$ cat src/rtl/vram_write_queue.sv
// Screen-write queue between the Hack CPU data bus and the shared VRAM write port.
// Optional build macro VRAM_WQ_COALESCE_EN merges a write into the newest queued same-address entry.

module vram_write_queue #(
    parameter int unsigned DEPTH = 4
) (
    input  logic        clk,
    input  logic        reset_n,
    input  logic        cpu_wren,
    input  logic [14:0] cpu_addr,
    input  logic [15:0] cpu_wdata,
    output logic        cpu_ready,
    output logic        vram_wren,
    output logic [13:0] vram_waddr,
    output logic [15:0] vram_wdata,
    input  logic        vram_wrack,
    output logic        overflow
);

    localparam int unsigned PW = $clog2(DEPTH);
    localparam int unsigned CW = PW + 1;

    typedef enum logic [1:0] {StIdle, StIssue, StGap} state_t;

    state_t        state;
    logic [29:0]   mem [DEPTH];
    logic [PW-1:0] wr_ptr;
    logic [PW-1:0] rd_ptr;
    logic [CW-1:0] count;

    logic          full;
    logic          empty;
    logic          screen;
    logic          push;
    logic          pop;
    logic          coalesce;
    logic [13:0]   waddr_in;

    // 0x4000..0x5FFF is exactly the range with addr[14:13] == 2'b10
    assign screen    = cpu_wren && (cpu_addr[14:13] == 2'b10);
    assign waddr_in  = cpu_addr[13:0];
    assign full      = (count == CW'(DEPTH));
    assign empty     = (count == '0);
    assign cpu_ready = !full;
    assign pop       = (state == StIdle) && !empty;

`ifdef VRAM_WQ_COALESCE_EN
    logic [PW-1:0] tail_ptr;

    assign tail_ptr = wr_ptr - PW'(1);
    // The newest entry is off limits once it is being moved into the output registers.
    assign coalesce = screen && !empty && (mem[tail_ptr][29:16] == waddr_in)
                      && !(pop && (count == CW'(1)));
`else
    assign coalesce = 1'b0;
`endif

    assign push = screen && !full && !coalesce;

    always_ff @(posedge clk) begin
        if (push) begin
            mem[wr_ptr] <= {waddr_in, cpu_wdata};
        end
`ifdef VRAM_WQ_COALESCE_EN
        else if (coalesce) begin
            mem[tail_ptr][15:0] <= cpu_wdata;
        end
`endif
    end

    always_ff @(posedge clk or negedge reset_n) begin
        if (!reset_n) begin
            wr_ptr   <= '0;
            rd_ptr   <= '0;
            count    <= '0;
            overflow <= 1'b0;
        end else begin
            if (push) begin
                wr_ptr <= wr_ptr + PW'(1);
            end
            if (pop) begin
                rd_ptr <= rd_ptr + PW'(1);
            end
            if (push && !pop) begin
                count <= count + CW'(1);
            end else if (pop && !push) begin
                count <= count - CW'(1);
            end
            // Full is judged on the registered count, so a same-cycle pop does not save it.
            if (screen && full && !coalesce) begin
                overflow <= 1'b1;
            end
        end
    end

    always_ff @(posedge clk or negedge reset_n) begin
        if (!reset_n) begin
            state      <= StIdle;
            vram_wren  <= 1'b0;
            vram_waddr <= '0;
            vram_wdata <= '0;
        end else begin
            case (state)
                StIdle: begin
                    if (!empty) begin
                        {vram_waddr, vram_wdata} <= mem[rd_ptr];
                        vram_wren                <= 1'b1;
                        state                    <= StIssue;
                    end
                end
                StIssue: begin
                    if (vram_wrack) begin
                        vram_wren <= 1'b0;
                        state     <= StGap;
                    end
                end
                StGap: begin
                    state <= StIdle;
                end
                default: begin
                    vram_wren <= 1'b0;
                    state     <= StIdle;
                end
            endcase
        end
    end

endmodule

$ cat config.mk
export PLATFORM = sky130hd
export DESIGN_NAME = vram_write_queue
export DESIGN_NICKNAME = d
export VERILOG_FILES = /design/src/rtl/vram_write_queue.sv
export SDC_FILE = /design/constraint.sdc
export NUM_CORES = 1
export LEC_CHECK = 0
export CELL_PAD_IN_SITES_DETAIL_PLACEMENT = 0
export CELL_PAD_IN_SITES_GLOBAL_PLACEMENT = 2
export CORE_MARGIN = 5
export CORE_UTILIZATION = 39
export DETAILED_ROUTE_END_ITERATION = 8
export PLACE_DENSITY_LB_ADDON = 0.1
export SETUP_SLACK_MARGIN = 0.5
export SYNTH_ARGS = -nofsm -noshare
export SYNTH_HDL_FRONTEND = slang
export SYNTH_SLANG_ARGS = --single-unit
export TNS_END_PERCENT = 100
$ cat constraint.sdc
create_clock -name clk -period 2.19 [get_ports clk]
set_clock_uncertainty 0.1 [all_clocks]
set_input_delay 0.657 -clock clk [delete_from_list [all_inputs] [get_ports clk]]
set_output_delay 0.657 -clock clk [all_outputs]
set_load 0.005 [all_outputs]
# --- After elaboration in Yosys (flattened, before gate mapping) ---
# Memory sizes are Yosys's and may differ from the RTL's. A register that Yosys moved wholly into a read port is not among the register bits.
# Index checks and enable logic that the tools add are counted.
totals:
  register_bits: 11
  ramBits: 120
  input_bits: 35
  output_inout_bits: 33
  elab_cells: 46
  mem_count: 1
classes:
  add_sub_neg: 4
  eq_ne: 6
  mux: 10
  n_bitwise: 2
  n_reduce_logical: 17
memory_table:
  columns: ["memory", "depth", "word_bits", "read_ports", "rd_clocked_by_memory_dff", "wr", "line_no", "source"]
  rows:
  - ["mem", 4, 30, 1, 1, 1, "26", "logic [29:0] mem [DEPTH];"]
op_table:
  columns: ["cell", "n"]
  rows:
  - ["$logic_and 1x1->1", 6]
  - ["$mux 3", 2]
  - ["$logic_not 1->1", 5]
  - ["$add 2x1->2 const B", 2]
  - ["$eq 2x2->1 const B", 2]
  - ["$mux 1", 4]
  - ["$mux 2", 2]
  - ["$ne 2x2->1 const B", 2]
  - ["$pmux 2 s2", 1]
  - ["$reduce_and 2->1", 2]
  - ["$add 3x1->3 const B", 1]
  - ["$eq 3x3->1 const B", 1]
  - ["$logic_not 3->1", 1]
  - ["$pmux 1 s3", 1]
  - ["$reduce_and 3->1", 1]
  - ["$sub 3x1->3 const B", 1]
  - ["$eq 2x1->1 const B", 1]
  - ["$logic_not 2->1", 1]
  - ["$not 1->1", 2]
  - ["$reduce_bool 2->1", 1]

# --- Longest topological paths before layout ---
depth:
  depth_word: 7
  mapped_depth: 10

# --- Worst setup path before layout ---
# Ideal clock, no wire load.
synth_path:
  path_type: "input -> register"
  start: "input port cpu_addr[13]"
  end: "memory mem[0][0], enable pin"
  setup_time_ns: 0.390
  t_arrival_ns: 1.965
  t_required_ns: 1.700
  setup_slack_ns: -0.265
  cell_stages: 3
  path_buffers: 0
  cell_sequence: "nand3b_1 > a21oi_1 > and2_1"
synth_via:
  elab_chain_cells: 5
synth_rtl:
  columns: ["item", "line_no", "source"]
  rows:
  - ["from (decl)", "10", "input logic [14:0] cpu_addr,"]
  - ["$eq 2x2->1", "40", "assign screen = cpu_wren && (cpu_addr[14:13] == 2'b10);"]
  - ["$logic_and 1x1->1", "40", null]
  - ["$logic_and 1x1->1", "58", "assign push = screen && !full && !coalesce;"]
  - ["net push", "34", "logic push;"]
  - ["$mux 1", "61", "if (push) begin"]
  - ["$mux 1 (not written as such)", "62", "mem[wr_ptr] <= {waddr_in, cpu_wdata};"]
  - ["to (decl)", "26", null]
# The timed path passes the listed nets, and every way through them passes these cells.

# --- Worst setup path in the final report ---
layout_path:
  start: "register count[0]"
  end: "register count[2]"
layout_via:
  elab_chain_cells: 6
  word_cells_on_any_way: 15
  cone_classes: "add/sub: 2; eq/ne: 1; mux: 2; reduce/logical: 10"
layout_rtl:
  columns: ["item", "line_no", "source"]
  rows:
  - ["from (decl)", "29", "logic [CW-1:0] count;"]
  - ["from (signal assigned)", "85", "count <= count + CW'(1);"]
  - ["from (signal assigned)", "87", "count <= count - CW'(1);"]
  - ["$eq 3x3->1 *", "42", "assign full = (count == CW'(DEPTH));"]
  - ["$logic_not 1->1 *", "58", null]
  - ["$logic_and 1x1->1 *", "58", null]
  - ["net push", "34", null]
  - ["$logic_not 1->1", "86", "end else if (pop && !push) begin"]
  - ["$logic_and 1x1->1", "86", null]
  - ["$reduce_bool 2->1 (no source line)", null, null]
# The timed path passes the listed nets; every way through them passes the cells marked *. The select of a mux whose other input is x is not followed.
# A chain may end at the register's enable or synchronous reset.

==> summary.md <==
| Metric | Value |
|---|---|
| Startpoint Class | `flip-flop` |
| Fraction of post-synthesis cell area in the top cell type by area | `0.5888` |
| Ratio of total power to cell area | `1303 mW/mm^2` |
| Crit path capture | `count[2]` |
| CTS H-tree depth | `4` |
| Final Power | `11.50 mW` |
| Synthesized instance count | `269` |
| Io pins | `68` |
| Final Instance Count excl. Fillers | `659` |
| Vias per inst | `4.756` |
| Layout area overhead | `44.24%` |
| Endpoint type of the worst setup path | `flip-flop` |
| Worst stage delay on the critical path | `390 ps` |
| #FFs+latches synth | `161` |
| Setup Viol. Count Final | `0` |
| Tightest Pin Transition | `459.3 ps` |
| Data arrival, critical path | `2250 ps` |
| Most common cell after layout, fill and taps aside | `sky130_fd_sc_hd__edfxtp_1` |
| Die Span Y | `135.3 um` |
| Crit path cell chain | `buf_6 -> nor2_4 -> buf_4 -> a21oi_4 -> ha_4 -> inv_2 -> fa_2 -> xor2_2 -> nor2_1 -> xor2_1` |
| Remaining design rule violation count | `0` |
| Final Cycle Share | `0.9150` |
| Number of antenna violations at the first check in global routing | `0` |
| Total gr overflow | `0` |
| Per-instance average area after synthesis | `22.75 sq um` |
| Result of the run | `finished, final reports clean` |
| Leak | `3.364 nW` |
| Clock network latency to the later pin of the worst-skew pair | `420 ps` |
| Worst Reg2Reg Path Length in Cells | `10` |
| Post-detailed-placement cell area | `0.007276 sq mm` |
| First-pass detailed-route iteration total | `4` |
| RSZ-0062 raised after global routing | `true` |
| Setup TNS after final layout | `0 ps` |
| Count of flip-flops with a built-in enable after synthesis | `120` |
| Pin count of the biggest net entering global routing | `26` |
| Endpoint of the most critical register-to-register path | `count[2]` |
| Initial DRC count | `204` |
| Distinct cell type count after synthesis | `23` |
| Overall fraction of global-route tracks in use | `0.1576` |
| Starting density of the core | `0.3996` |
| Via total after detailed routing | `3134` |
| Port Buffers | `67` |
| Total instance count after detailed placement | `557` |
| Worst hold path type | `in -> async` |
| N_diodes | `0` |
| TritonCTS clock tree | `built` |
| Setup slack, reg-to-reg | `190 ps` |
| Floorplan row count | `45` |
| Post-Synthesis Cell Area | `0.006120 sq mm` |
| Via count of the first global-routing pass | `3428` |
| Fillcell total | `1175` |
| Number of hold buffers added after CTS | `0` |
| Ratio of cells with drive above 1 in the final layout | `0.5223` |
| Post-Route WL | `13.68 mm` |
| Reg2Reg Launch Point | `count[0]` |
| Max_slew headroom | `0.6938` |
| Cell with the biggest individual delay on the critical path | `sky130_fd_sc_hd__dfrtp_1` |
| Yosys warns | `0` |
| TritonCTS Sinks | `161` |
| Final standard cell area without fillers | `0.008827 sq mm` |
| Data required time at the worst endpoint | `2430 ps` |
| Dpl ws | `-440.2 ps` |
| Most frequent cells in the layout | `sky130_fd_sc_hd__edfxtp_1 (120), sky130_fd_sc_hd__dfrtp_1 (39), sky130_fd_sc_hd__buf_2 (35), sky130_fd_sc_hd__buf_4 (35)` |
| Final critical-path setup slack | `186.2 ps` |
| Clock transition at path regs | `60 ps` |
| CP Class | `reg -> reg` |
| Clock Path Buffers | `2` |
| Post-Route Hold Slack | `82.88 ps` |
| Final Hold Fails | `0` |
| Floorplan Core Area | `0.01531 sq mm` |
| Final period demand of the worst path | `2004 ps` |
| Launching instance or port of the critical path | `count[0]` |
| Share of synthesized registers carrying an async set or reset | `0.2547` |
| Peak Freq | `499.1 MHz` |
| DRT antenna net count | `0` |
| RD Place Congestion | `0.6732` |
| Post-Syn Nets | `310` |
| Fraction of the yosys area taken by sequential cells | `0.7565` |
| First-pass GRT wire length | `20.55 mm` |
| DR WL/cell | `20.76 um` |
| Core Util, Final | `0.5764` |
| Cell at the root of the clock tree | `sky130_fd_sc_hd__clkbuf_16` |
| Largest area contributor in the netlist | `sky130_fd_sc_hd__edfxtp_1` |
| Worst voltage drop across the vdd grid | `624.7 uV` |
| DPL Wire Length | `7.120 mm` |
| Inserted Clock Buffers | `17` |
| Critical path buffers and inverters | `3` |
| Count of cell instances traversed by the critical path | `10` |
| Cell family contributing the most delay on the critical path | `adder cells` |
| Ranking of synthesized cells by area | `sky130_fd_sc_hd__edfxtp_1 (59%), sky130_fd_sc_hd__dfrtp_1 (17%), sky130_fd_sc_hd__mux4_2 (11%)` |
| Post-layout net count | `476` |
| Number of max-slew violations in the final report | `0` |
| Number of max-capacitance violations reported | `0` |
| Area of the die | `0.01830 sq mm` |
| Synth Flop Type | `sky130_fd_sc_hd__edfxtp_1` |
| Die outline width | `135.3 um` |
| Maximum fanout along the worst path | `2` |
state kept, by name, summed over array words and instances, names as in the netlist, 2 cells and up:
name        cells
vram_waddr     14
mem           120
state           2
count           3
vram_wdata     16
rd_ptr          2
wr_ptr          2
synth_stat cells, types with 2 or more instances:
cell type,count
sky130_fd_sc_hd__buf_1,3
sky130_fd_sc_hd__xnor2_1,4
sky130_fd_sc_hd__xor2_1,2
sky130_fd_sc_hd__mux4_2,30
sky130_fd_sc_hd__mux2_4,26
sky130_fd_sc_hd__inv_1,4
sky130_fd_sc_hd__dfrtp_1,41
sky130_fd_sc_hd__nand2_1,3
sky130_fd_sc_hd__and2_1,4
sky130_fd_sc_hd__ha_1,5
sky130_fd_sc_hd__edfxtp_1,120
sky130_fd_sc_hd__mux2_2,6
sky130_fd_sc_hd__nor2_1,3
sky130_fd_sc_hd__o21ai_0,2
sky130_fd_sc_hd__buf_6,8
layout make-up:
cell class | instances | area [sq um] | area share
flip-flops and latches | 161 | 4632 | 0.5247
repair buffers | 158 | 1888 | 0.2139
multi-input cells | 93 | 1460 | 0.1654
clock buffers | 17 | 425.4 | 0.04819
well taps | 211 | 264.0 | 0.02991
clock inverters | 15 | 142.6 | 0.01616
inverters | 4 | 15.01 | 0.001701
worst min-delay path by stage:
stage / start / endpoint / cells past startpoint
floorplan: reset_n / count[0] / 0
global placement: overflow / overflow / 1
detailed placement: overflow / overflow / 1
CTS: reset_n / vram_waddr[9] / 1
global route: reset_n / vram_waddr[9] / 1
finish: reset_n / vram_waddr[9] / 1
metal layers:
metal,vias to the layer above,wire length (um),global-route usage,part of all wire
met5,-,0,0,0
met4,0,82,0.04367,0.0060
met3,5,505,0.05201,0.037
met2,64,6918,0.2517,0.51
met1,1644,6175,0.2083,0.45
li1,1421,-,-,-
power breakdown:
part | switching (mW) | total, mW | internal [mW] | leakage, nW
logic | 1.68 | 4.57 | 2.90 | 1.54
registers | 0.266 | 4.10 | 3.83 | 1.56
clock network | 1.17 | 2.83 | 1.66 | 0.268
what timing repair did:
item,CTS,global route
cloned,14,7
pin swaps,14,6
hold endpoints to repair,0,0
setup endpoints to repair,186,186
buffers inserted,37,12
resized for setup,176,12
cell families (layout without fill, tap and decap cells):
kind of cell	Yosys count	after routing	synth area share
adders and majority gates	6	6	0.01349
DFF	161	161	0.7565
and+or+nand+nor	15	15	0.01349
AOI/OAI and AO/OA	4	4	0.003680
muxes	62	62	0.1852
xor gates and xnor gates	6	6	0.008587
buffers and inverters	15	194	0.01901
(Power assumes the default switching activity.)
